===== src/rtl/mem_arbiter.sv =====
// Unified memory-port sequencer shared by the fetch and load/store requesters.
// One access in flight; data has priority, bounded by a fetch starvation counter.
module mem_arbiter #(
    parameter int unsigned ADDR_W     = 32,
    parameter int unsigned DATA_W     = 32,
    parameter int unsigned MEM_LAT    = 2,
    parameter int unsigned STARVE_MAX = 4
) (
    input  logic              clk,
    input  logic              rst,
    input  logic              if_req,
    input  logic [ADDR_W-1:0] if_addr,
    output logic              if_gnt,
    output logic              if_rvalid,
    output logic [DATA_W-1:0] if_rdata,
    input  logic              d_req,
    input  logic              d_we,
    input  logic [2:0]        d_func3,
    input  logic [ADDR_W-1:0] d_addr,
    input  logic [DATA_W-1:0] d_wdata,
    output logic              d_gnt,
    output logic              d_rvalid,
    output logic [DATA_W-1:0] d_rdata,
    output logic              mem_en,
    output logic              mem_we,
    output logic [2:0]        mem_func3,
    output logic [ADDR_W-1:0] mem_addr,
    output logic [DATA_W-1:0] mem_wdata,
    input  logic [DATA_W-1:0] mem_rdata,
    output logic              busy
);

    typedef enum logic [1:0] {IDLE, ISSUE, WAIT, RESP} state_t;

    localparam logic [3:0] LAT_INIT   = 4'(MEM_LAT - 1);
    localparam logic [3:0] STARVE_LIM = 4'(STARVE_MAX);

    state_t              state_q;
    logic [3:0]          lat_cnt_q;
    logic [3:0]          starve_cnt_q;
    logic                owner_q;      // 1 = data requester owns the access
    logic                mem_en_q;
    logic                mem_we_q;
    logic [2:0]          mem_func3_q;
    logic [ADDR_W-1:0]   mem_addr_q;
    logic [DATA_W-1:0]   mem_wdata_q;
    logic [DATA_W-1:0]   if_rdata_q;
    logic [DATA_W-1:0]   d_rdata_q;
    logic                if_rvalid_q;
    logic                d_rvalid_q;
    logic                pick_d_d;
    logic                pick_if_d;

    always_comb begin
        pick_d_d  = d_req && !(if_req && (starve_cnt_q == STARVE_LIM));
        pick_if_d = if_req && !pick_d_d;
        // Grants are gated by rst so nothing is accepted while reset is held.
        d_gnt     = rst && (state_q == IDLE) && pick_d_d;
        if_gnt    = rst && (state_q == IDLE) && pick_if_d;
    end

    always_ff @(posedge clk or negedge rst) begin
        if (!rst) begin
            state_q      <= IDLE;
            lat_cnt_q    <= '0;
            starve_cnt_q <= '0;
            owner_q      <= 1'b0;
            mem_en_q     <= 1'b0;
            mem_we_q     <= 1'b0;
            mem_func3_q  <= '0;
            mem_addr_q   <= '0;
            mem_wdata_q  <= '0;
            if_rdata_q   <= '0;
            d_rdata_q    <= '0;
            if_rvalid_q  <= 1'b0;
            d_rvalid_q   <= 1'b0;
        end else begin
            mem_en_q    <= 1'b0;
            if_rvalid_q <= 1'b0;
            d_rvalid_q  <= 1'b0;
            case (state_q)
                IDLE: begin
                    if (d_gnt) begin
                        state_q     <= ISSUE;
                        mem_en_q    <= 1'b1;
                        owner_q     <= 1'b1;
                        mem_we_q    <= d_we;
                        mem_func3_q <= d_func3;
                        mem_addr_q  <= d_addr;
                        mem_wdata_q <= d_wdata;
                        if (if_req && (starve_cnt_q < STARVE_LIM)) begin
                            starve_cnt_q <= starve_cnt_q + 4'd1;
                        end
                    end else if (if_gnt) begin
                        state_q      <= ISSUE;
                        mem_en_q     <= 1'b1;
                        owner_q      <= 1'b0;
                        mem_we_q     <= 1'b0;
                        mem_func3_q  <= 3'b010;
                        mem_addr_q   <= if_addr;
                        mem_wdata_q  <= '0;
                        starve_cnt_q <= '0;
                    end
                end
                ISSUE: begin
                    state_q   <= WAIT;
                    lat_cnt_q <= LAT_INIT;
                end
                WAIT: begin
                    if (lat_cnt_q == 4'd0) begin
                        state_q <= RESP;
                        if (owner_q) begin
                            d_rvalid_q <= 1'b1;
                            d_rdata_q  <= mem_we_q ? '0 : mem_rdata;
                        end else begin
                            if_rvalid_q <= 1'b1;
                            if_rdata_q  <= mem_rdata;
                        end
                    end else begin
                        lat_cnt_q <= lat_cnt_q - 4'd1;
                    end
                end
                RESP: begin
                    state_q <= IDLE;
                end
                default: begin
                    state_q <= IDLE;
                end
            endcase
        end
    end

    assign mem_en    = mem_en_q;
    assign mem_we    = mem_we_q;
    assign mem_func3 = mem_func3_q;
    assign mem_addr  = mem_addr_q;
    assign mem_wdata = mem_wdata_q;
    assign if_rdata  = if_rdata_q;
    assign d_rdata   = d_rdata_q;
    assign if_rvalid = if_rvalid_q;
    assign d_rvalid  = d_rvalid_q;
    assign busy      = (state_q != IDLE);

endmodule


===== config.mk =====
export PLATFORM = sky130hd
export DESIGN_NAME = mem_arbiter
export DESIGN_NICKNAME = d
export VERILOG_FILES = /design/src/rtl/mem_arbiter.sv
export SDC_FILE = /design/constraint.sdc
export NUM_CORES = 1
export LEC_CHECK = 0
export CORE_MARGIN = 2
export CORE_UTILIZATION = 39
export CTS_BUF_LIST = sky130_fd_sc_hd__clkbuf_8
export DETAILED_ROUTE_END_ITERATION = 8
export PLACE_DENSITY = 0.79
export SYNTH_ARGS = -nofsm -noshare
export SYNTH_HDL_FRONTEND = slang
export SYNTH_SLANG_ARGS = --single-unit

===== constraint.sdc =====
create_clock -name clk -period 1.9 [get_ports clk]
set_input_delay 0.38 -clock clk [delete_from_list [all_inputs] [get_ports clk]]
set_output_delay 0.38 -clock clk [all_outputs]
set_load 0.02 [all_outputs]

After elaboration in Yosys (flattened, before gate mapping)
Index checks and enable logic that the tools add are counted.
- multiply operators: 0
- equal/unequal tests: 8
- bitwise operators: 1
- reduce and logical (&&, ||, !) cells: 20
- order comparisons: 1
- div/mod/pow operators: 0
- add/sub/neg operators: 2
- muxes and demuxes: 28
- shifts and indexed selects: 0
- operators by type and width (kind ; number):
    2-to-1 mux 32 bit ; 5
    2-to-1 mux 4 bit ; 4
    2-to-1 mux 1 bit ; 12
    AND reduction 3 bit ; 3
    case mux 2 bit (4 select lines) ; 1
    case mux 4 bit (2 select lines) ; 1
    logical AND 1 bit ; 7
    2-to-1 mux 2 bit ; 3
    2-to-1 mux 3 bit ; 2
    AND reduction 2 bit ; 3
    nonzero test 2 bit ; 3
    adder 4 x 1 -> 4 bit, second input constant ; 1
    equality test 2 bit, second input constant ; 2
    equality test 4 x 3 -> 1 bit, second input constant ; 1
    zero test 4 bit ; 1
    less-than comparator 4 x 3 -> 1 bit, second input constant ; 1
    inequality test 2 bit, second input constant ; 2
    subtractor 4 x 1 -> 4 bit, second input constant ; 1
    inequality test 3 bit, second input constant ; 1
    equality test 2 x 1 -> 1 bit, second input constant ; 1
    zero test 1 bit ; 2
    zero test 2 bit ; 1
    inequality test 2 x 1 -> 1 bit, second input constant ; 1
    inverter 1 bit ; 1
- ROM bits: 0
- logic and storage cells: 73
- input bits: 136
- register bits after elaboration: 146
- RAM bits: 0
- bits in latches: 0
- output and inout bits: 138
- memories kept: 0

Logic depth before layout (Yosys ltp)
Gate-level depths: netlist of the first run.
- depth after elaboration: 10
- gate-level depth with buffers: 9
- depth with buffers taken out: 7

Worst setup path before layout of the first run
OpenSTA, ideal clock, no wires.
- kind: register to output
- start point: register starve_cnt_q[0]
- end point: output port if_gnt
- slack: 23 ps
- cell stages (with the launch flop): 8
- data required time: 1520 ps
- arrival: 1497 ps
- path buffers: 2
- path through: dfrtp_1 inv_1 ha_1 nand4b_1 and2_1 buf_2 clkbuf_1 nor2_1
- cells in the longest elaborated chain, start to end: 7
- ends and longest elaborated chain (element ; RTL line ; source):
    from (decl) ; 40 ; logic [3:0] starve_cnt_q;
    from (signal assigned) ; 92 ; starve_cnt_q <= starve_cnt_q + 4'd1;
    equality test 4 x 3 -> 1 bit ; 55 ; pick_d_d = d_req && !(if_req && (starve_cnt_q == STARVE_LIM));
    logical AND 1 bit ; 55 ;
    zero test 1 bit ; 55 ;
    logical AND 1 bit ; 55 ;
    zero test 1 bit ; 56 ; pick_if_d = if_req && !pick_d_d;
    logical AND 1 bit ; 56 ;
    logical AND 1 bit ; 59 ; if_gnt = rst && (state_q == IDLE) && pick_if_d;
    to (decl) ; 13 ; output logic if_gnt,
Every way passes these cells.

Worst setup path in the final report of the first run
- start point: register starve_cnt_q[0]
- end point: output port d_gnt
- cells in the longest elaborated chain, start to end: 5
- ends and longest elaborated chain (element ; RTL line ; source):
    equality test 4 x 3 -> 1 bit ; 55 ;
    logical AND 1 bit ; 55 ;
    zero test 1 bit ; 55 ;
    logical AND 1 bit ; 55 ;
    logical AND 1 bit ; 58 ; d_gnt = rst && (state_q == IDLE) && pick_d_d;
    to (decl) ; 21 ; output logic d_gnt,
Every way passes these cells.

==> results.md, run 1 <==
- Wirelength, routed: roughly 19000 um
- Hpwl dp: roughly 12000 um
- Final hold slack: about 0.17 ns
- Initial core utilization: 0.3980
- Mapped Avg Cell Area: 11.33 um^2
- Port buffer count: approximately 270
- Wire per inst: 18.35 um
- Max-cap viol count: 0
- CTS tree: built
- Final antenna-violating net count: 0
- Crit path DAT: between 1.5 and 2 ns
- Overflow after GRT: 0
- Core area: ~15000 um^2
- Switch share: 0.3859
- Yosys warns: 0
- DRC: 0
- Max VDD drop: between 700 and 800 uV
- CTS H-tree depth: 4
- Crit path time final: about 2 ns
- Psw: ~6.3 mW
- Outcome: finished, violations left
- Setup violators final: 2
- Violated checks: setup timing
- Hold Vio Cnt, Final: 0
- Routability Congestion: 0.7995
- Post-synth top flop: dfrtp_1
- Tcrit/Tclk final: 1.058
- CP cell instances: inv_2 > ha_4 > nand4b_1 > and2_4 > nand2_4 > inv_4 > buf_6
- First-pass GRT wire length: between 20000 and 30000 um
- Via count: ~5400
- Die ar.: roughly 16000 um^2
- CTS buffer count: 17
- Post-DP Area: 9146 um^2
- Critical Path RT: roughly 1.5 ns
- Post-synth EDFFs: 0
- Power per cell area: 1634 nW/um^2
- Worst path max stage delay: a little over 0.4 ns
- Max Slew Vio Count: 0
- Total power: ~16 mW
- Type of the worst setup path: reg -> out
- Critical path's slowest cell: dfrtp_1
- Ant diodes: 0
- Min-delay worst type: in -> async
- Number of antenna violations at the first check in global routing: 0
- Die height: ~130 um
- Clock transition at path regs: 0.10 ns
- Clk Latency, worst-skew pair: between 0.4 and 0.5 ns
- Post-synth ARST share: 1.000
- Post-Syn Nets: 676
- Kind of start point of the critical path: register
- Filler cell count: 1076
- CTS sink cnt: ~150
- Seq cells post-synth: about 150
- Detailed Routing Iterations Pass 1: 7
- Layout cell share with drive strength beyond 1: 0.1787
- Rel. slew slack: 0.4927
- Sequential area share after synthesis: 0.6061
- Place WS: -0.4320 ns
- # IOs: between 200 and 300
- Critical path endpoint category: output pin
- Total GRT Usage: 0.2134
- Synth-to-layout area growth: 66.75%
- Reg2Reg Depth: 8
- Post-synthesis instance total: ~530
- Root cell of the clock tree: clkbuf_8
- Clock power share: 0.158
- Cell Area, Synth: roughly 6000 um^2
- Synth unique cells: 35
- Internal power: 10.09 mW
- Count of routing violations after the opening detailed-route iteration: roughly 270
- Vias in the first global route: approximately 5600
- Row count: 45
- Layout Nets: about 980
- Part of the power in combinational logic: 0.514
- RSZ-0062 raised after global routing: true
- Largest net degree at the start of global routing: between 100 and 150
- Chip width: about 130 um
- Post-route setup slack: -0.1094 ns
- Fmax: ~500 MHz
- Clock buffer depth: 2
- Post-route cell area: 10050 um^2
- Layout Skew: around 0.015 ns
- Static leakage: 4.455 nW
- DR vias/cell: about 5.2
- Crit path max fanout: 3
- Sequential share of power: 0.328
- Tightest Pin Transition: roughly 0.76 ns
[final timing paths]
check	startpoint	end	slack [ns]
worst min-delay path	rst	mem_wdata[24]	0.17
min in group clk	rst	owner_q	0.45
max in group asynchronous	rst	d_rdata[5]	1.17
worst max-delay path	starve_cnt_q[0]	d_gnt	-0.11
worst max register to register	state_q[0]	if_rdata[4]	0.02
worst min register to register	d_rdata[6]	d_rdata[6]	0.49
[per-stage QoR]
step                      cells  utilization  TNS (ns)
after floorplan             532            -         0
after global placement      986       0.6039    -2.992
after detailed placement    986       0.6039    -4.773
after CTS                  1026       0.6386    -2.620
after global routing       1033       0.6637   -0.9870
final                      1033       0.6637   -0.1899
[final cells by class]
cell class	count	area, um^2	area share
clock buffers	17	234.0	0.02328
repair buffers	316	3267	0.3250
multi-input cells	340	2425	0.2412
clock inverters	15	193.9	0.01929
flip-flops and latches	146	3654	0.3635
inverters	11	43.79	0.004357
well taps	188	235.2	0.02340
[layout by cell type, fill, tap and decap left out, types with 3 or more instances in the layout]
cell type	count
buf_12	8
clkbuf_8	17
o21ai_0	35
nand2b_1	34
buf_4	27
ha_1	5
nor2_1	96
ha_4	3
clkbuf_16	5
a221oi_2	17
mux2_2	19
dfrtp_1	146
nand2_1	35
a22o_1	36
dlymetal6s2s_1	3
clkinv_4	3
buf_6	7
a221oi_1	15
clkdlybuf4s50_1	266
inv_6	3
inv_1	4
mux2_4	16
inv_2	6
inv_8	3
[repair_timing]
item | 4_1_cts | 5_1_grt
resized for setup | 23 | 50
gates cloned | 0 | 7
buffers inserted | 8 | 3
endpoints found under the setup margin | 3 | 71
pin swaps | 4 | 3
endpoints found under the hold margin | 0 | 0
hold buffers | 0 | 0
[layer usage]
metal	vias to the layer above	global-route usage	part of all wire
met5	-	0	0
met2	224	0.3620	0.50
met3	42	0.05467	0.062
li1	2473	-	-
met1	2628	0.2550	0.41
met4	0	0.1002	0.033
[worst max-delay path: cells and delay by family, from the launching register on]
family                     cells  cell delay [ns]
DFF                            1             0.41
buffers and inverters          3             0.25
and+or+nand+nor                3             0.40
adders and majority gates      1             0.13
[cell usage after synthesis (2+ instances only)]
cell,number,share of area
o21ai_0,35,0.029
nand2_1,37,0.023
nand3_1,2,0.0017
inv_2,2,0.0012
a22o_1,36,0.052
nand2b_1,34,0.035
dfrtp_1,146,0.61
and2_1,2,0.0021
inv_1,9,0.0056
buf_4,3,0.0037
ha_1,8,0.017
o21ai_1,3,0.0025
o22a_1,2,0.0029
nand4b_1,2,0.0029
clkbuf_1,23,0.014
nor2_1,97,0.060
mux2_2,35,0.065
buf_2,8,0.0066
a221oi_1,32,0.046
[cells by family (layout without fill, tap and decap cells)]
group           after synthesis  after routing  synth area share
compound gates              115            115            0.1424
fa+ha+maj                     8              8           0.01661
buf+inv                      46            359           0.03217
flops                       146            146            0.6061
mux                          36             36           0.06704
simple gates                181            181            0.1357
[flip-flops by register name, indices dropped and copies added, names as in the netlist]
signal,cells
d_rdata,32
d_rvalid,1
if_rdata,32
if_rvalid,1
lat_cnt_q,4
mem_addr,32
mem_en,1
mem_func3,3
mem_wdata,32
mem_we,1
owner_q,1
starve_cnt_q,4
state_q,2
[power groups by stage]
| stage | registers, mW | clock network [mW] | logic, mW |
|---|---|---|---|
| after floorplan | 6.94 | 0 | 2.28 |
| after global placement | 5.31 | 0 | 7.71 |
| after detailed placement | 5.39 | 0 | 7.89 |
| after CTS | 5.35 | 2.68 | 8.03 |
| after global routing | 5.55 | 2.80 | 9.02 |
| final | 5.38 | 2.60 | 8.45 |
(Power assumes the default switching activity.)
==> run 2: changes to the inputs <==
--- a/config.mk
+++ b/config.mk
@@ -5,6 +5,7 @@
 export SDC_FILE = /design/constraint.sdc
 export NUM_CORES = 1
 export LEC_CHECK = 0
+export CORE_ASPECT_RATIO = 0.6
 export CORE_MARGIN = 2
 export CORE_UTILIZATION = 39
 export CTS_BUF_LIST = sky130_fd_sc_hd__clkbuf_8
==> results.md, run 2 (synthesized netlist as in run 1, its figures left out) <==
- Setup violators final: 2
- Die height: 100.3 um
- Initial core utilization: 0.3956
- Critical Path RT: approximately 1.5 ns
- Kind of start point of the critical path: register
- Layout Nets: slightly below 1000
- Place WS: -0.4637 ns
- Power per cell area: ~1600 nW/um^2
- Tcrit/Tclk final: 1.046
- Outcome: finished, violations left
- Layout cell share with drive strength beyond 1: 0.1478
- Die ar.: between 15000 and 20000 um^2
- Commonest cells after routing, fill and taps aside: clkdlybuf4s50_1, dfrtp_1, nor2_1
- Fin cells: ~1000
- Routability Congestion: 0.8299
- Clock buffer depth: 2
- Hpwl dp: approximately 12000 um
- Crit path max fanout: 4
- CTS H-tree depth: 4
- Crit path time final: around 2.0 ns
- First-pass GRT wire length: approximately 27000 um
- DR vias/cell: ~5
- Hold Vio Cnt, Final: 0
- # IOs: 274
- Post-route setup TNS: -0.1585 ns
- Final antenna-violating net count: 0
- Max VDD drop: 861.9 uV
- Commonest non-fill, non-tap cell in the layout: clkdlybuf4s50_1
- Total GRT Usage: 0.2079
- CTS buffer count: 17
- RSZ-0062 raised after global routing: true
- Min-delay worst type: in -> async
- Via count: roughly 5200
- Wirelength, routed: 17710 um
- Post-Place Cells: 1000
- Overflow after GRT: 0
- Ant diodes: 0
- Wire per inst: 16.99 um
- Detailed Routing Iterations Pass 1: 6
- Max-cap viol count: 0
- Total power: ~16 mW
- Chip width: about 160 um
- Max Slew Vio Count: 0
- Vias in the first global route: 5335
- Clock transition at path regs: around 0.090 ns
- Violated checks: setup timing
- Clk Latency, worst-skew pair: 0.42 ns
- Row count: 35
- Synth-to-layout area growth: 61.52%
- Number of antenna violations at the first check in global routing: 0
- Post-route setup slack: -0.08680 ns
- Type of the worst setup path: reg -> out
- Port buffer count: 273
- Core area: roughly 15000 um^2
- Count of routing violations after the opening detailed-route iteration: just under 300
- Layout Skew: between 0.015 and 0.02 ns
- Final hold slack: about 0.045 ns
- Root cell of the clock tree: clkbuf_8
- Fmax: 503.3 MHz
- DRC: 0
- Critical path endpoint category: output pin
- Rel. slew slack: 0.5321
- Static leakage: 4.257 nW
- CTS tree: built
- Crit path DAT: about 1.6 ns
- Tightest Pin Transition: around 0.70 ns
- CTS sink cnt: between 100 and 150
- Largest net degree at the start of global routing: 66
## run 2: worst max-delay path, cell delays in order (launching register included)
cell	delay (ns)
dfrtp_1	0.39
inv_1	0.07
ha_2	0.18
nand4b_1	0.12
and2_4	0.19
nand2_4	0.08
inv_4	0.04
buf_6	0.12
## run 2: final timing paths
check | startpoint | to | slack [ns] | cells after the start
setup reg to reg | state_q[0] | if_rdata[26] | 0.01 | 8
max in group asynchronous | rst | mem_wdata[17] | 0.73 | 3
min in group clk | d_rdata[17] | d_rdata[17] | 0.49 | 2
hold / removal | rst | mem_addr[20] | 0.04 | 2
hold reg to reg | d_rdata[17] | d_rdata[17] | 0.49 | 2
setup / recovery | starve_cnt_q[1] | d_gnt | -0.09 | 7
## run 2: report_power, final
part	internal [mW]	switching [mW]
Sequential	4.53	0.832
Clock	0.975	1.28
Combinational	4.14	3.95
## run 2: area by class of cell
| cell class | count | area [um^2] |
|---|---|---|
| Clock inverter | 13 | 120.1 |
| Multi-Input combinational cell | 340 | 2255 |
| Clock buffer | 18 | 247.7 |
| Timing Repair Buffer | 311 | 3163 |
| Inverter | 11 | 43.79 |
| Fill cell | 1209 | 5503 |
| Sequential cell | 146 | 3654 |
| Tap cell | 203 | 254.0 |
## run 2: repair_timing
action | 4_1_cts | 5_1_grt
cloned | 1 | 3
buffers inserted | 1 | 6
gates resized for setup | 25 | 17
pin swaps | 5 | 2
hold buffers | 0 | 0
setup endpoints to repair | 5 | 36
## run 2: through the flow
step	instance area, um^2	utilization
after floorplan	6028	-
after global placement	9135	0.5994
after detailed placement	9135	0.5994
after CTS	9565	0.6277
after global routing	9737	0.6389
final	9737	0.6389
## run 2: layer usage
layer | vias up | track usage | wire [um]
met5 | - | 0 | 0
met4 | 0 | 0.06020 | 193
met3 | 15 | 0.05702 | 1385
met2 | 197 | 0.3511 | 8515
met1 | 2554 | 0.2640 | 7614
li1 | 2441 | - | -
